<file path="src/rtl/pixel_word_packer_if.sv">
// Word-side stream of pixel_word_packer: show-ahead head word with a valid/ready handshake.
// The packer drives the master modport and the memory-write / bus consumer drives the slave modport.
interface pixel_word_packer_if;
    logic        word_valid;
    logic [31:0] word;
    logic        last;
    logic        word_ready;

    modport master (
        output word_valid,
        output word,
        output last,
        input  word_ready
    );

    modport slave (
        input  word_valid,
        input  word,
        input  last,
        output word_ready
    );
endinterface

</file>
<file path="src/rtl/pixel_word_packer.sv">
// Packs four 8-bit pixels little-endian into 32-bit words behind a show-ahead FIFO with sticky overflow.
// Define PACKER_FRAME_LAST_EN to add col/row tracking that flushes and flags the final word of each frame.
module pixel_word_packer #(
    parameter int IMG_W      = 640,
    parameter int IMG_H      = 360,
    parameter int FIFO_DEPTH = 8
) (
    input  logic                clk_i,
    input  logic                rst_ni,
    input  logic                valid_i,
    input  logic [7:0]          pixel_i,
    output logic                overflow_o,
    pixel_word_packer_if.master word_if
);

    localparam int PTR_W = (FIFO_DEPTH > 1) ? $clog2(FIFO_DEPTH) : 1;
    localparam int CNT_W = $clog2(FIFO_DEPTH) + 1;

    // Bytes below the lane come from the accumulator; bytes above are zero padding.
    function automatic logic [31:0] merge_byte(input logic [31:0] acc,
                                               input logic [1:0]  lane_sel,
                                               input logic [7:0]  px);
        logic [31:0] res;
        res = '0;
        for (int b = 0; b < 4; b++) begin
            if (b < int'(lane_sel)) begin
                res[8*b +: 8] = acc[8*b +: 8];
            end else if (b == int'(lane_sel)) begin
                res[8*b +: 8] = px;
            end
        end
        return res;
    endfunction

    logic [1:0]       lane;
    logic [31:0]      pack_p0;
    logic [31:0]      push_word_p0;
    logic             push_last_p0;
    logic             vld_p0;

    logic [32:0]      fifo_mem [FIFO_DEPTH];
    logic [PTR_W-1:0] wr_ptr;
    logic [PTR_W-1:0] rd_ptr;
    logic [CNT_W-1:0] count;
    logic [CNT_W-1:0] count_nxt;
    logic             full;
    logic             pop;
    logic             wr_en;
    logic             drop;

    // ---- stage p0: lane accumulation and push decision ----
    assign push_word_p0 = merge_byte(pack_p0, lane, pixel_i);

`ifdef PACKER_FRAME_LAST_EN
    localparam int COL_W = (IMG_W > 1) ? $clog2(IMG_W) : 1;
    localparam int ROW_W = (IMG_H > 1) ? $clog2(IMG_H) : 1;

    logic [COL_W-1:0] col;
    logic [ROW_W-1:0] row;
    logic             col_end;
    logic             frame_end;

    assign col_end   = (col == COL_W'(IMG_W - 1));
    assign frame_end = col_end && (row == ROW_W'(IMG_H - 1));

    always_ff @(posedge clk_i or negedge rst_ni) begin
        if (!rst_ni) begin
            col <= '0;
            row <= '0;
        end else if (valid_i) begin
            if (col_end) begin
                col <= '0;
                row <= frame_end ? '0 : row + ROW_W'(1);
            end else begin
                col <= col + COL_W'(1);
            end
        end
    end

    // The frame's final pixel flushes a partial word so the next frame starts at lane 0.
    assign push_last_p0 = frame_end;
    assign vld_p0       = valid_i && ((lane == 2'd3) || frame_end);
`else
    assign push_last_p0 = 1'b0;
    assign vld_p0       = valid_i && (lane == 2'd3);
`endif

    always_ff @(posedge clk_i or negedge rst_ni) begin
        if (!rst_ni) begin
            lane <= '0;
        end else if (valid_i) begin
            lane <= vld_p0 ? 2'd0 : lane + 2'd1;
        end
    end

    always_ff @(posedge clk_i) begin
        if (valid_i) begin
            pack_p0 <= push_word_p0;
        end
    end

    // ---- stage p1: word FIFO ----
    assign full  = (count == CNT_W'(FIFO_DEPTH));
    assign pop   = word_if.word_valid && word_if.word_ready;
    // A pop in the same cycle frees the slot, so a full FIFO can still take the push.
    assign wr_en = vld_p0 && (!full || pop);
    assign drop  = vld_p0 && full && !pop;

    always_comb begin
        count_nxt = count;
        unique case ({wr_en, pop})
            2'b10:   count_nxt = count + CNT_W'(1);
            2'b01:   count_nxt = count - CNT_W'(1);
            default: count_nxt = count;
        endcase
    end

    always_ff @(posedge clk_i or negedge rst_ni) begin
        if (!rst_ni) begin
            wr_ptr     <= '0;
            rd_ptr     <= '0;
            count      <= '0;
            overflow_o <= 1'b0;
        end else begin
            count <= count_nxt;
            if (wr_en) begin
                wr_ptr <= wr_ptr + PTR_W'(1);
            end
            if (pop) begin
                rd_ptr <= rd_ptr + PTR_W'(1);
            end
            if (drop) begin
                overflow_o <= 1'b1;
            end
        end
    end

    always_ff @(posedge clk_i) begin
        if (wr_en) begin
            fifo_mem[wr_ptr] <= {push_last_p0, push_word_p0};
        end
    end

    // Storage is never cleared; outputs are gated so an empty FIFO presents zeros.
    assign word_if.word_valid = (count != '0);
    assign word_if.word       = word_if.word_valid ? fifo_mem[rd_ptr][31:0] : 32'd0;
    assign word_if.last       = word_if.word_valid ? fifo_mem[rd_ptr][32]   : 1'b0;

endmodule
</file>
<file path="src/flat_wrapper.sv">
// flat-port wrapper written by rule: the top's interface ports become plain ports
module pixel_word_packer_flat 
#(
    parameter int IMG_W      = 640,
    parameter int IMG_H      = 360,
    parameter int FIFO_DEPTH = 8
)
  (clk_i, rst_ni, valid_i, pixel_i, overflow_o, word_if_word_valid, word_if_word, word_if_last, word_if_word_ready);
  pixel_word_packer_if word_if_i ();
  input  logic clk_i;
  input  logic rst_ni;
  input  logic valid_i;
  input  logic [7:0] pixel_i;
  output logic overflow_o;
  output wire logic [$bits(word_if_i.word_valid)-1:0] word_if_word_valid;
  output wire logic [$bits(word_if_i.word)-1:0] word_if_word;
  output wire logic [$bits(word_if_i.last)-1:0] word_if_last;
  input wire logic [$bits(word_if_i.word_ready)-1:0] word_if_word_ready;
  assign word_if_word_valid = word_if_i.word_valid;
  assign word_if_word = word_if_i.word;
  assign word_if_last = word_if_i.last;
  assign word_if_i.word_ready = word_if_word_ready;
  pixel_word_packer #(.IMG_W(IMG_W), .IMG_H(IMG_H), .FIFO_DEPTH(FIFO_DEPTH)) u_core (.clk_i(clk_i), .rst_ni(rst_ni), .valid_i(valid_i), .pixel_i(pixel_i), .overflow_o(overflow_o), .word_if(word_if_i));
endmodule
</file>
<file path="config.mk">
export PLATFORM = sky130hd
export DESIGN_NAME = pixel_word_packer_flat
export DESIGN_NICKNAME = d
export VERILOG_FILES = /design/src/rtl/pixel_word_packer_if.sv /design/src/rtl/pixel_word_packer.sv /design/src/flat_wrapper.sv
export SDC_FILE = /design/constraint.sdc
export NUM_CORES = 1
export LEC_CHECK = 0
export ABC_AREA = 0
export BUFFER_PORTS_ARGS = -buffer_cell sky130_fd_sc_hd__buf_4
export CORE_AREA = 2 2 143 145
export CTS_CLUSTER_SIZE = 28
export DETAILED_ROUTE_END_ITERATION = 10
export DIE_AREA = 0 0 145 147
export PLACE_DENSITY = 0.73
export SLEW_MARGIN = 10
export SYNTH_ARGS = -nofsm -noshare
export SYNTH_HDL_FRONTEND = slang
export SYNTH_SLANG_ARGS = --single-unit
</file>
<file path="constraint.sdc">
create_clock -name clk_i -period 7.75 [get_ports clk_i]
set_input_delay 1.55 -clock clk_i [delete_from_list [all_inputs] [get_ports clk_i]]
set_output_delay 1.55 -clock clk_i [all_outputs]
set_load 0.02 [all_outputs]
</file>
# == Word level (Yosys, flattened, before mapping) ==
# Memory sizes are Yosys's and may differ from the RTL's.
# Index checks and enable logic that the tools add are counted.
# totals
register_bits,37
ramBits,256
in_bits,12
out_inout_bits,35
word_cells,46
mem_count,1
# classes
addsub,5
order_cmp,3
n_eq_ne,7
mux,13
n_reduce_logical,11
# mem_list
memory,depth,width,rd,rd_ports_with_merged_regs,write_ports,line,rtl
u_core.fifo_mem,8,32,1,0,1,pixel_word_packer.sv:41,logic [32:0] fifo_mem [FIFO_DEPTH];
# ops
cell,n
$mux 8,7
$mux 32,1
$pmux 4 s2,1
$add 3x1->3 const B,2
$logic_and 1x1->1,5
$add 4x1->4 const B,1
$eq 2x2->1 const A,2
$eq 2x2->1 const B,2
$eq 4x4->1 const B,1
$lt 1x2->1 const A,2
$reduce_bool 4->1,1
$sub 4x1->4 const B,1
$mux 1,3
$add 2x1->2 const B,1
$eq 1x2->1 const A,1
$eq 2x1->1 const B,1
$logic_not 1->1,2
$logic_not 2->1,1
$lt 2x2->1 const A,1
$mux 2,1
$reduce_bool 2->1,1
$logic_or 1x1->1,1

# == Logic depth before layout (Yosys ltp) ==
# Gate-level depths: netlist of run 1.
# depth
depth_word,6
ltp_mapped,11
ltp_nobuf,11

# == Worst setup path before layout of run 1 ==
# OpenSTA, ideal clock, no wires.
# synth_timing
path_type,input to register
start,input word_if_word_ready
end,memory u_core.fifo_mem[0][0] (netlist name) (enable)
arrival_time_ns,5.072
slack_ns,2.176
stages,4
n_path_buf,0
path_cell_list,inv_1 > a31oi_2 > inv_2 > nor4_1
# synth_between
elab_chain_cells,5
# synth_rtl
element,line,rtl
start: declaration,flat_wrapper.sv:18,input wire logic [$bits(word_if_i.word_ready)-1:0] word_if_word_ready;
$logic_and 1x1->1,pixel_word_packer.sv:104,assign pop = word_if.word_valid && word_if.word_ready;
$logic_or 1x1->1,pixel_word_packer.sv:106,assign wr_en = vld_p0 && (!full || pop);
$logic_and 1x1->1,pixel_word_packer.sv:106,
$mux 1,pixel_word_packer.sv:139,if (wr_en) begin
$mux 1 (implied by the code),pixel_word_packer.sv:140,"fifo_mem[wr_ptr] <= {push_last_p0, push_word_p0};"
end: declaration,pixel_word_packer.sv:41,
# Every way passes these cells.

# == Final worst setup path of run 1 ==
# layout_timing
start,register u_core.rd_ptr[0]
end,output word_if_word[1]
# layout_between
elab_chain_cells,2
# layout_rtl
element,line,rtl
start: declaration,pixel_word_packer.sv:43,logic [PTR_W-1:0] rd_ptr;
start signal: assignment,pixel_word_packer.sv:130,rd_ptr <= rd_ptr + PTR_W'(1);
$mem_v2 8x32,n/a,
$mux 32,pixel_word_packer.sv:146,assign word_if.word = word_if.word_valid ? fifo_mem[rd_ptr][31:0] : 32'd0;
end: declaration,flat_wrapper.sv:16,output wire logic [$bits(word_if_i.word)-1:0] word_if_word;
# Every way passes these cells.

==> impl_metrics.prom, run 1 <==
# TYPE chip_impl_metric gauge
chip_impl_info{name="critical_path_cell_with_the_highest_stage_delay",value="dfrtp_4"} 1
chip_impl_info{name="worstPathCellList",value="buf_4, mux4_2, mux2i_1, nor2_1, buf_4"} 1
chip_impl_metric{name="max_clock_freq",unit="GHz"} 0.213
chip_impl_metric{name="worst-endpoint-arrival",unit="ns"} 3.15
chip_impl_metric{name="number_of_distinct_library_cells_after_synthesis",unit=""} 35
chip_impl_metric{name="cts.hold.buffers_added",unit=""} 0
chip_impl_info{name="crit_type",value="reg -> out"} 1
chip_impl_info{name="min_path_type",value="reg -> reg"} 1
chip_impl_metric{name="path_clk_slew",unit="ns"} 0.06
chip_impl_metric{name="first_global_vias",unit=""} 5734
chip_impl_metric{name="cpPeakStageDelay",unit="ns"} 0.79
chip_impl_info{name="kind_of_capture_point_of_the_worst_setup_path",value="primary output"} 1
chip_impl_metric{name="cellPowerDensity",unit="mW/mm2"} 386
chip_impl_metric{name="grt_max_degree",unit=""} 39
chip_impl_metric{name="core_utilization_of_the_finished_layout",unit="%"} 66.5
chip_impl_metric{name="dr.pass1.iters",unit=""} 5
chip_impl_metric{name="synth-seq-cells",unit=""} 293
chip_impl_info{name="cts_tree",value="done"} 1
chip_impl_metric{name="antenna_cells_inserted",unit=""} 0
chip_impl_metric{name="synth_net_count",unit=""} 599
chip_impl_metric{name="grt_pass1_wl",unit="mm"} 33.4
chip_impl_metric{name="total_die_area",unit="mm2"} 0.0213
chip_impl_metric{name="cts_inserted_buffers",unit=""} 29
chip_impl_metric{name="detailed_place_hpwl",unit="mm"} 11.4
chip_impl_metric{name="final_antenna_net_count",unit=""} 0
chip_impl_info{name="most-common-layout-cells",value="280 x edfxtp_1, 64 x mux4_2, 57 x buf_4"} 1
chip_impl_info{name="worst_path_most_repeated_cell",value="buf_4"} 1
chip_impl_metric{name="synth_edf_count",unit=""} 280
chip_impl_metric{name="slew_viol_final",unit=""} 0
chip_impl_metric{name="final_min_period_over_clock_period",unit="%"} 60.6
chip_impl_metric{name="cts.path.max_buffers",unit=""} 3
chip_impl_metric{name="place.port_buffers",unit=""} 45
chip_impl_metric{name="syn-mean-instance-area",unit="um2"} 20.1
chip_impl_metric{name="maxSlewHeadroom",unit="%"} 29.8
chip_impl_info{name="clock-root-buffer",value="clkbuf_16"} 1
chip_impl_metric{name="tightestPinTransition",unit="ns"} 1.04
chip_impl_metric{name="synth_seq_area_share",unit="%"} 75.2
chip_impl_metric{name="synth_async_sr_flop_share",unit="%"} 4.44
chip_impl_info{name="status",value="complete, no violations"} 1
chip_impl_metric{name="rrSetupSlack",unit="ns"} 4.61
chip_impl_metric{name="worst-path-buf-inv",unit=""} 2
chip_impl_metric{name="wl_per_cell",unit="um"} 23.1
chip_impl_metric{name="viasPerCell",unit=""} 5.88
chip_impl_metric{name="globalRoute.totalOverflow",unit=""} 0
chip_impl_metric{name="routabilityCongestion",unit=""} 0.709
chip_impl_metric{name="finalSetupViolations",unit=""} 0
chip_impl_metric{name="grt_usage",unit="%"} 20.8
chip_impl_metric{name="core",unit="mm2"} 0.0198
chip_impl_metric{name="fp.dieH",unit="um"} 147
chip_impl_metric{name="finClkSkew",unit="ns"} 0.0112
chip_impl_info{name="synthFlopType",value="edfxtp_1"} 1
chip_impl_metric{name="layout-drive-gt1-share",unit="%"} 29.5
chip_impl_metric{name="final_nets",unit=""} 658
chip_impl_metric{name="postCtsSetupBuffers",unit=""} 0
chip_impl_info{name="rsz0062_at_grt",value="false"} 1
chip_impl_metric{name="power.total",unit="W"} 0.00509
chip_impl_metric{name="htree_num_levels",unit=""} 1
chip_impl_metric{name="hold_ws",unit="ns"} 0.482
chip_impl_metric{name="cts.sinks",unit=""} 293
chip_impl_metric{name="setup_total_negative_slack",unit="ns"} 0
chip_impl_metric{name="cts_repair_resize_count",unit=""} 0
chip_impl_metric{name="syn_area",unit="mm2"} 0.0116
chip_impl_metric{name="postRouteWirelength",unit="mm"} 21.4
chip_impl_metric{name="number_of_hold_violations_in_the_final_report",unit=""} 0
chip_impl_metric{name="fp.dieW",unit="um"} 145
chip_impl_info{name="crit_path_leading_delay_family",value="buffers and inverters"} 1
chip_impl_metric{name="antenna_found_initial",unit=""} 0
chip_impl_metric{name="initialDrtViolationCount",unit=""} 555
chip_impl_metric{name="total_leakage_power",unit="nW"} 4.47
chip_impl_metric{name="vdd_drop_max",unit="V"} 0.000251
chip_impl_metric{name="detailroute.via_count",unit=""} 5452
chip_impl_metric{name="critical_path_required",unit="ns"} 6.20
chip_impl_metric{name="yosysWarningCount",unit=""} 0
chip_impl_info{name="critPathLaunchType",value="flip-flop"} 1
chip_impl_metric{name="number_of_instances_in_the_synthesized_netlist",unit=""} 577
chip_impl_metric{name="effective_utilization_at_floorplan",unit="%"} 58.5
chip_impl_info{name="leading_cell_type_in_the_layout_fill_and_taps_excluded",value="edfxtp_1"} 1
chip_impl_metric{name="post-route-drc-count",unit=""} 0
chip_impl_metric{name="areaGrowthSynthToFinish",unit="%"} 13.6
chip_impl_metric{name="placement_rows",unit=""} 52
chip_impl_metric{name="post-route-min-period",unit="ns"} 4.70
chip_impl_metric{name="ioPinCount",unit=""} 47
chip_impl_metric{name="clk-insertion-delay-late",unit="ns"} 0.53
chip_impl_metric{name="path_max_fanout",unit=""} 38
chip_impl_metric{name="max-cap-violations",unit=""} 0
-- through the flow --
stage	cells	instance area, um2	setup slack (ns)
after global placement	875	12200	3.54
after global routing	928	13200	2.80
after detailed placement	875	12200	3.53
after floorplan	577	11600	2.18
after CTS	928	13200	2.94
final	928	13200	3.05
-- logic make-up (layout without fill, tap and decap cells) --
group	after synthesis	in the layout	share of synthesized area [%]
buffers and inverters	34	115	1.72
other	1	1	0.0323
AND/OR/NAND/NOR	99	99	3.80
multiplexers	107	107	16.3
AO/OA/AOI/OAI	24	24	1.19
flip-flops	293	293	75.2
adder cells (fa/ha/maj)	10	10	1.08
XOR/XNOR	9	9	0.679
-- sequential cells by signal, indices dropped and copies added (netlist names) --
register and cells:
u_core.count 4, u_core.fifo_mem 256, u_core.lane 2, u_core.overflow_o 1, u_core.pack_p0 24, u_core.rd_ptr 3, u_core.wr_ptr 3
-- cells in the mapped netlist (2+ instances only) --
| cell type | instances | area [um2] |
|---|---|---|
| a21oi_1 | 2 | 10.0 |
| buf_6 | 4 | 45.0 |
| clkbuf_1 | 9 | 33.8 |
| ha_1 | 10 | 125 |
| nor3_1 | 4 | 20.0 |
| buf_2 | 13 | 65.1 |
| o21ai_0 | 18 | 90.1 |
| mux4_2 | 64 | 1440 |
| mux2_2 | 10 | 113 |
| edfxtp_1 | 280 | 8410 |
| inv_2 | 2 | 7.51 |
| nand2_1 | 39 | 146 |
| buf_8 | 2 | 30.0 |
| nor2_1 | 38 | 143 |
| mux2i_1 | 32 | 320 |
| dfrtp_1 | 13 | 325 |
| inv_1 | 3 | 11.3 |
| nand2b_1 | 3 | 18.8 |
| xnor2_1 | 3 | 26.3 |
| xor2_1 | 6 | 52.6 |
| and2_1 | 8 | 50.1 |
-- power by group --
part	internal, W	switching [W]	total (W)
logic	0.000702	0.000851	0.00155
clock network	0.000815	0.000557	0.00137
registers	0.00201	0.000156	0.00217
total	0.00353	0.00156	0.00509
-- worst reg2reg max path, cell delays in order, from the launching register on --
cell     delay (ns)
dfrtp_1        0.69
ha_1           0.50
nand2_1        0.15
a31oi_2        0.35
inv_2          0.16
ha_1           0.30
xor2_1         0.17
ha_1           0.20
a21oi_1        0.14
xor2_1         0.16
nor2_1         0.07
xor2_1         0.14
-- final cells by class --
cell class                      count  area, um2
Sequential cell                   293       8740
Fill cell                        1295       6660
Multi-Input combinational cell    250       2730
Clock buffer                       31        733
Timing Repair Buffer               57        428
Tap cell                          270        338
Clock inverter                     22        206
Inverter                            5       18.8
-- path summary, 6_finish.rpt --
path / to / cells after the start / start
setup / recovery: word_if_word[1] / 5 / u_core.rd_ptr[0]
setup reg to reg: u_core.count[2] / 11 / u_core.lane[1]
hold reg to reg: u_core.overflow_o / 1 / u_core.overflow_o
hold / removal: u_core.overflow_o / 1 / u_core.overflow_o
min in group asynchronous: u_core.overflow_o / 1 / rst_ni
max in group asynchronous: u_core.rd_ptr[0] / 1 / rst_ni
-- layer usage --
metal | share of wire, % | wire length, um | global-route usage, % | vias to the layer above
met2 | 53 | 11300 | 35.9 | 146
li1 | - | - | - | 2403
met1 | 41 | 8840 | 28.8 | 2873
met4 | 1.6 | 348 | 5.10 | 0
met5 | 0 | 0 | 0 | -
met3 | 4.6 | 987 | 2.64 | 30
(Power assumes the default switching activity.)
==> inputs of run 2 (changes only) <==
--- a/config.mk
+++ b/config.mk
@@ -7,11 +7,11 @@
 export LEC_CHECK = 0
 export ABC_AREA = 0
 export BUFFER_PORTS_ARGS = -buffer_cell sky130_fd_sc_hd__buf_4
-export CORE_AREA = 2 2 143 145
+export CORE_AREA = 2 2 149 151
 export CTS_CLUSTER_SIZE = 28
 export DETAILED_ROUTE_END_ITERATION = 10
-export DIE_AREA = 0 0 145 147
-export PLACE_DENSITY = 0.73
+export DIE_AREA = 0 0 151 153
+export PLACE_DENSITY = 0.71
 export SLEW_MARGIN = 10
 export SYNTH_ARGS = -nofsm -noshare
 export SYNTH_HDL_FRONTEND = slang
==> constraint.sdc (replaced) <==
create_clock -name clk_i -period 3.9 [get_ports clk_i]
set_input_delay 0.78 -clock clk_i [delete_from_list [all_inputs] [get_ports clk_i]]
set_output_delay 0.78 -clock clk_i [all_outputs]
set_load 0.02 [all_outputs]
==> run 2 against run 1 <==
Global-route usage fell by 0.87 points. Critical path type unchanged. Register-to-register slack got worse by 3.6 ns. Wire length grew 2.6%. Sequential share of layout area down 0.31 points. Clock-buffer cell count is 4 higher. Critical path depth unchanged. Flip-flop and latch count is the same. Largest cell class unchanged. Final cell count up 1.9%. Clock power rose by 88%. Largest power group unchanged. Setup slack lost 2.4 ns.
==> impl_metrics.prom, run 2 (synthesized netlist as in run 1, its figures left out) <==
# TYPE chip_impl_metric gauge
chip_impl_metric{name="placement.cell_area",unit="mm2"} 0.0124
chip_impl_metric{name="postRouteWirelength",unit="mm"} 22.0
chip_impl_metric{name="fp.dieW",unit="um"} 151
chip_impl_metric{name="finClkSkew",unit="ns"} 0.0113
chip_impl_info{name="status",value="complete, no violations"} 1
chip_impl_metric{name="first_global_vias",unit=""} 5900
chip_impl_metric{name="wl_per_cell",unit="um"} 23.3
chip_impl_metric{name="tightestPinTransition",unit="ns"} 1.17
chip_impl_metric{name="detailroute.via_count",unit=""} 5498
chip_impl_metric{name="antenna_cells_inserted",unit=""} 0
chip_impl_metric{name="setup_total_negative_slack",unit="ns"} 0
chip_impl_info{name="most-common-layout-cells",value="280 x edfxtp_1, 64 x mux4_2, 64 x buf_4"} 1
chip_impl_metric{name="final_antenna_net_count",unit=""} 0
chip_impl_metric{name="cts_inserted_buffers",unit=""} 29
chip_impl_info{name="kind_of_capture_point_of_the_worst_setup_path",value="primary output"} 1
chip_impl_metric{name="dr.pass1.iters",unit=""} 4
chip_impl_metric{name="antenna_found_initial",unit=""} 0
chip_impl_metric{name="routabilityCongestion",unit=""} 0.781
chip_impl_metric{name="pre_cts_ws",unit="ns"} 0.860
chip_impl_metric{name="place.port_buffers",unit=""} 45
chip_impl_info{name="rsz0062_at_grt",value="false"} 1
chip_impl_metric{name="maxSlewHeadroom",unit="%"} 21.1
chip_impl_metric{name="grt_usage",unit="%"} 19.9
chip_impl_metric{name="ioPinCount",unit=""} 47
chip_impl_metric{name="critical_path_required",unit="ns"} 3.12
chip_impl_metric{name="final_nets",unit=""} 667
chip_impl_info{name="reg_top3",value="u_core.fifo_mem x256, u_core.pack_p0 x24, u_core.count x4"} 1
chip_impl_metric{name="finalSetupViolations",unit=""} 0
chip_impl_info{name="min_path_type",value="in -> async"} 1
chip_impl_metric{name="max_reg_flops",unit=""} 256
chip_impl_metric{name="layout-drive-gt1-share",unit="%"} 29.9
chip_impl_metric{name="slew_viol_final",unit=""} 0
chip_impl_metric{name="finalWorstSetupSlack",unit="ns"} 0.646
chip_impl_metric{name="viasPerCell",unit=""} 5.81
chip_impl_metric{name="detailed_place_hpwl",unit="mm"} 12.7
chip_impl_info{name="critPathLaunchType",value="flip-flop"} 1
chip_impl_metric{name="core",unit="mm2"} 0.0215
chip_impl_metric{name="path_clk_slew",unit="ns"} 0.06
chip_impl_metric{name="cts.path.max_buffers",unit=""} 3
chip_impl_metric{name="areaGrowthSynthToFinish",unit="%"} 14.1
chip_impl_metric{name="postCtsSetupBuffers",unit=""} 0
chip_impl_metric{name="post-route-min-period",unit="ns"} 3.25
chip_impl_metric{name="fp.dieH",unit="um"} 153
chip_impl_metric{name="finalInstanceArea",unit="mm2"} 0.0133
chip_impl_metric{name="placement_rows",unit=""} 54
chip_impl_metric{name="grt_pass1_wl",unit="mm"} 34.3
chip_impl_metric{name="grt_max_degree",unit=""} 35
chip_impl_metric{name="rrSetupSlack",unit="ns"} 1.00
chip_impl_metric{name="initialDrtViolationCount",unit=""} 322
chip_impl_metric{name="globalRoute.totalOverflow",unit=""} 0
chip_impl_info{name="clock-root-buffer",value="clkbuf_16"} 1
chip_impl_info{name="largest-register",value="u_core.fifo_mem"} 1
chip_impl_metric{name="final_min_period_over_clock_period",unit="%"} 83.4
chip_impl_metric{name="cts.hold.buffers_added",unit=""} 0
chip_impl_metric{name="total_leakage_power",unit="nW"} 4.50
chip_impl_info{name="leading_cell_type_in_the_layout_fill_and_taps_excluded",value="edfxtp_1"} 1
chip_impl_metric{name="max_clock_freq",unit="GHz"} 0.307
chip_impl_metric{name="max-cap-violations",unit=""} 0
chip_impl_info{name="crit_type",value="reg -> out"} 1
chip_impl_metric{name="power.total",unit="W"} 0.0101
chip_impl_metric{name="number_of_hold_violations_in_the_final_report",unit=""} 0
chip_impl_info{name="cts_tree",value="done"} 1
chip_impl_metric{name="vdd_drop_max",unit="V"} 0.000584
chip_impl_metric{name="hold_ws",unit="ns"} 0.0920
chip_impl_metric{name="cellPowerDensity",unit="mW/mm2"} 760
chip_impl_metric{name="cts_repair_resize_count",unit=""} 0
chip_impl_metric{name="htree_num_levels",unit=""} 1
chip_impl_metric{name="effective_utilization_at_floorplan",unit="%"} 54.0
chip_impl_metric{name="cts.sinks",unit=""} 293
chip_impl_metric{name="clk-insertion-delay-late",unit="ns"} 0.53
chip_impl_metric{name="path_max_fanout",unit=""} 16
chip_impl_metric{name="post-route-drc-count",unit=""} 0
chip_impl_metric{name="total_die_area",unit="mm2"} 0.0231
chip_impl_metric{name="worst-endpoint-arrival",unit="ns"} 2.47
[run 2: cell type report]
cell class                 count  area, um2
tap                          280        350
inverter                       5       18.8
clock inverter                17        133
sequential                   293       8740
fill                        1529       8240
timing repair buffer          66        520
clock buffer                  35        748
multi-input combinational    250       2740
[run 2: path summary, 6_finish.rpt]
kind                                     end  cells past startpoint               from
setup / recovery            word_if_word[12]                      5   u_core.rd_ptr[0]
hold / removal                u_core.lane[1]                      1             rst_ni
setup reg to reg             u_core.count[2]                     11     u_core.lane[1]
hold reg to reg            u_core.overflow_o                      1  u_core.overflow_o
max in group asynchronous   u_core.rd_ptr[0]                      1             rst_ni
min in group clk_i         u_core.overflow_o                      1  u_core.overflow_o
[run 2: metrics by stage]
step           cells  utilization, %
3_5_place_dp     894            57.6
5_1_grt          946            61.7
2_1_floorplan    577               -
4_1_cts          946            61.7
3_3_place_gp     894            57.6
6_report         946            61.7
[run 2: worst max-delay path, cell delays in order, from the launching register on]
cell,delay [ns]
dfrtp_4,0.58
buf_4,0.37
mux4_2,0.55
mux2i_1,0.18
nor2_1,0.07
buf_4,0.18
[run 2: where the power goes]
part	total (W)	internal, W	leakage (nW)	switching, W
combinational	0.00320	0.00145	1.32	0.00175
clock	0.00258	0.00149	0.440	0.00109
sequential	0.00429	0.00399	2.74	0.000294
total	0.0101	0.00693	4.50	0.00313
[run 2: metal layers]
metal | track usage, % | up-vias | share of wire [%]
met5 | 0 | - | 0
li1 | - | 2431 | -
met3 | 3.04 | 33 | 4.9
met4 | 4.90 | 0 | 1.9
met2 | 33.7 | 140 | 53
met1 | 27.5 | 2894 | 40
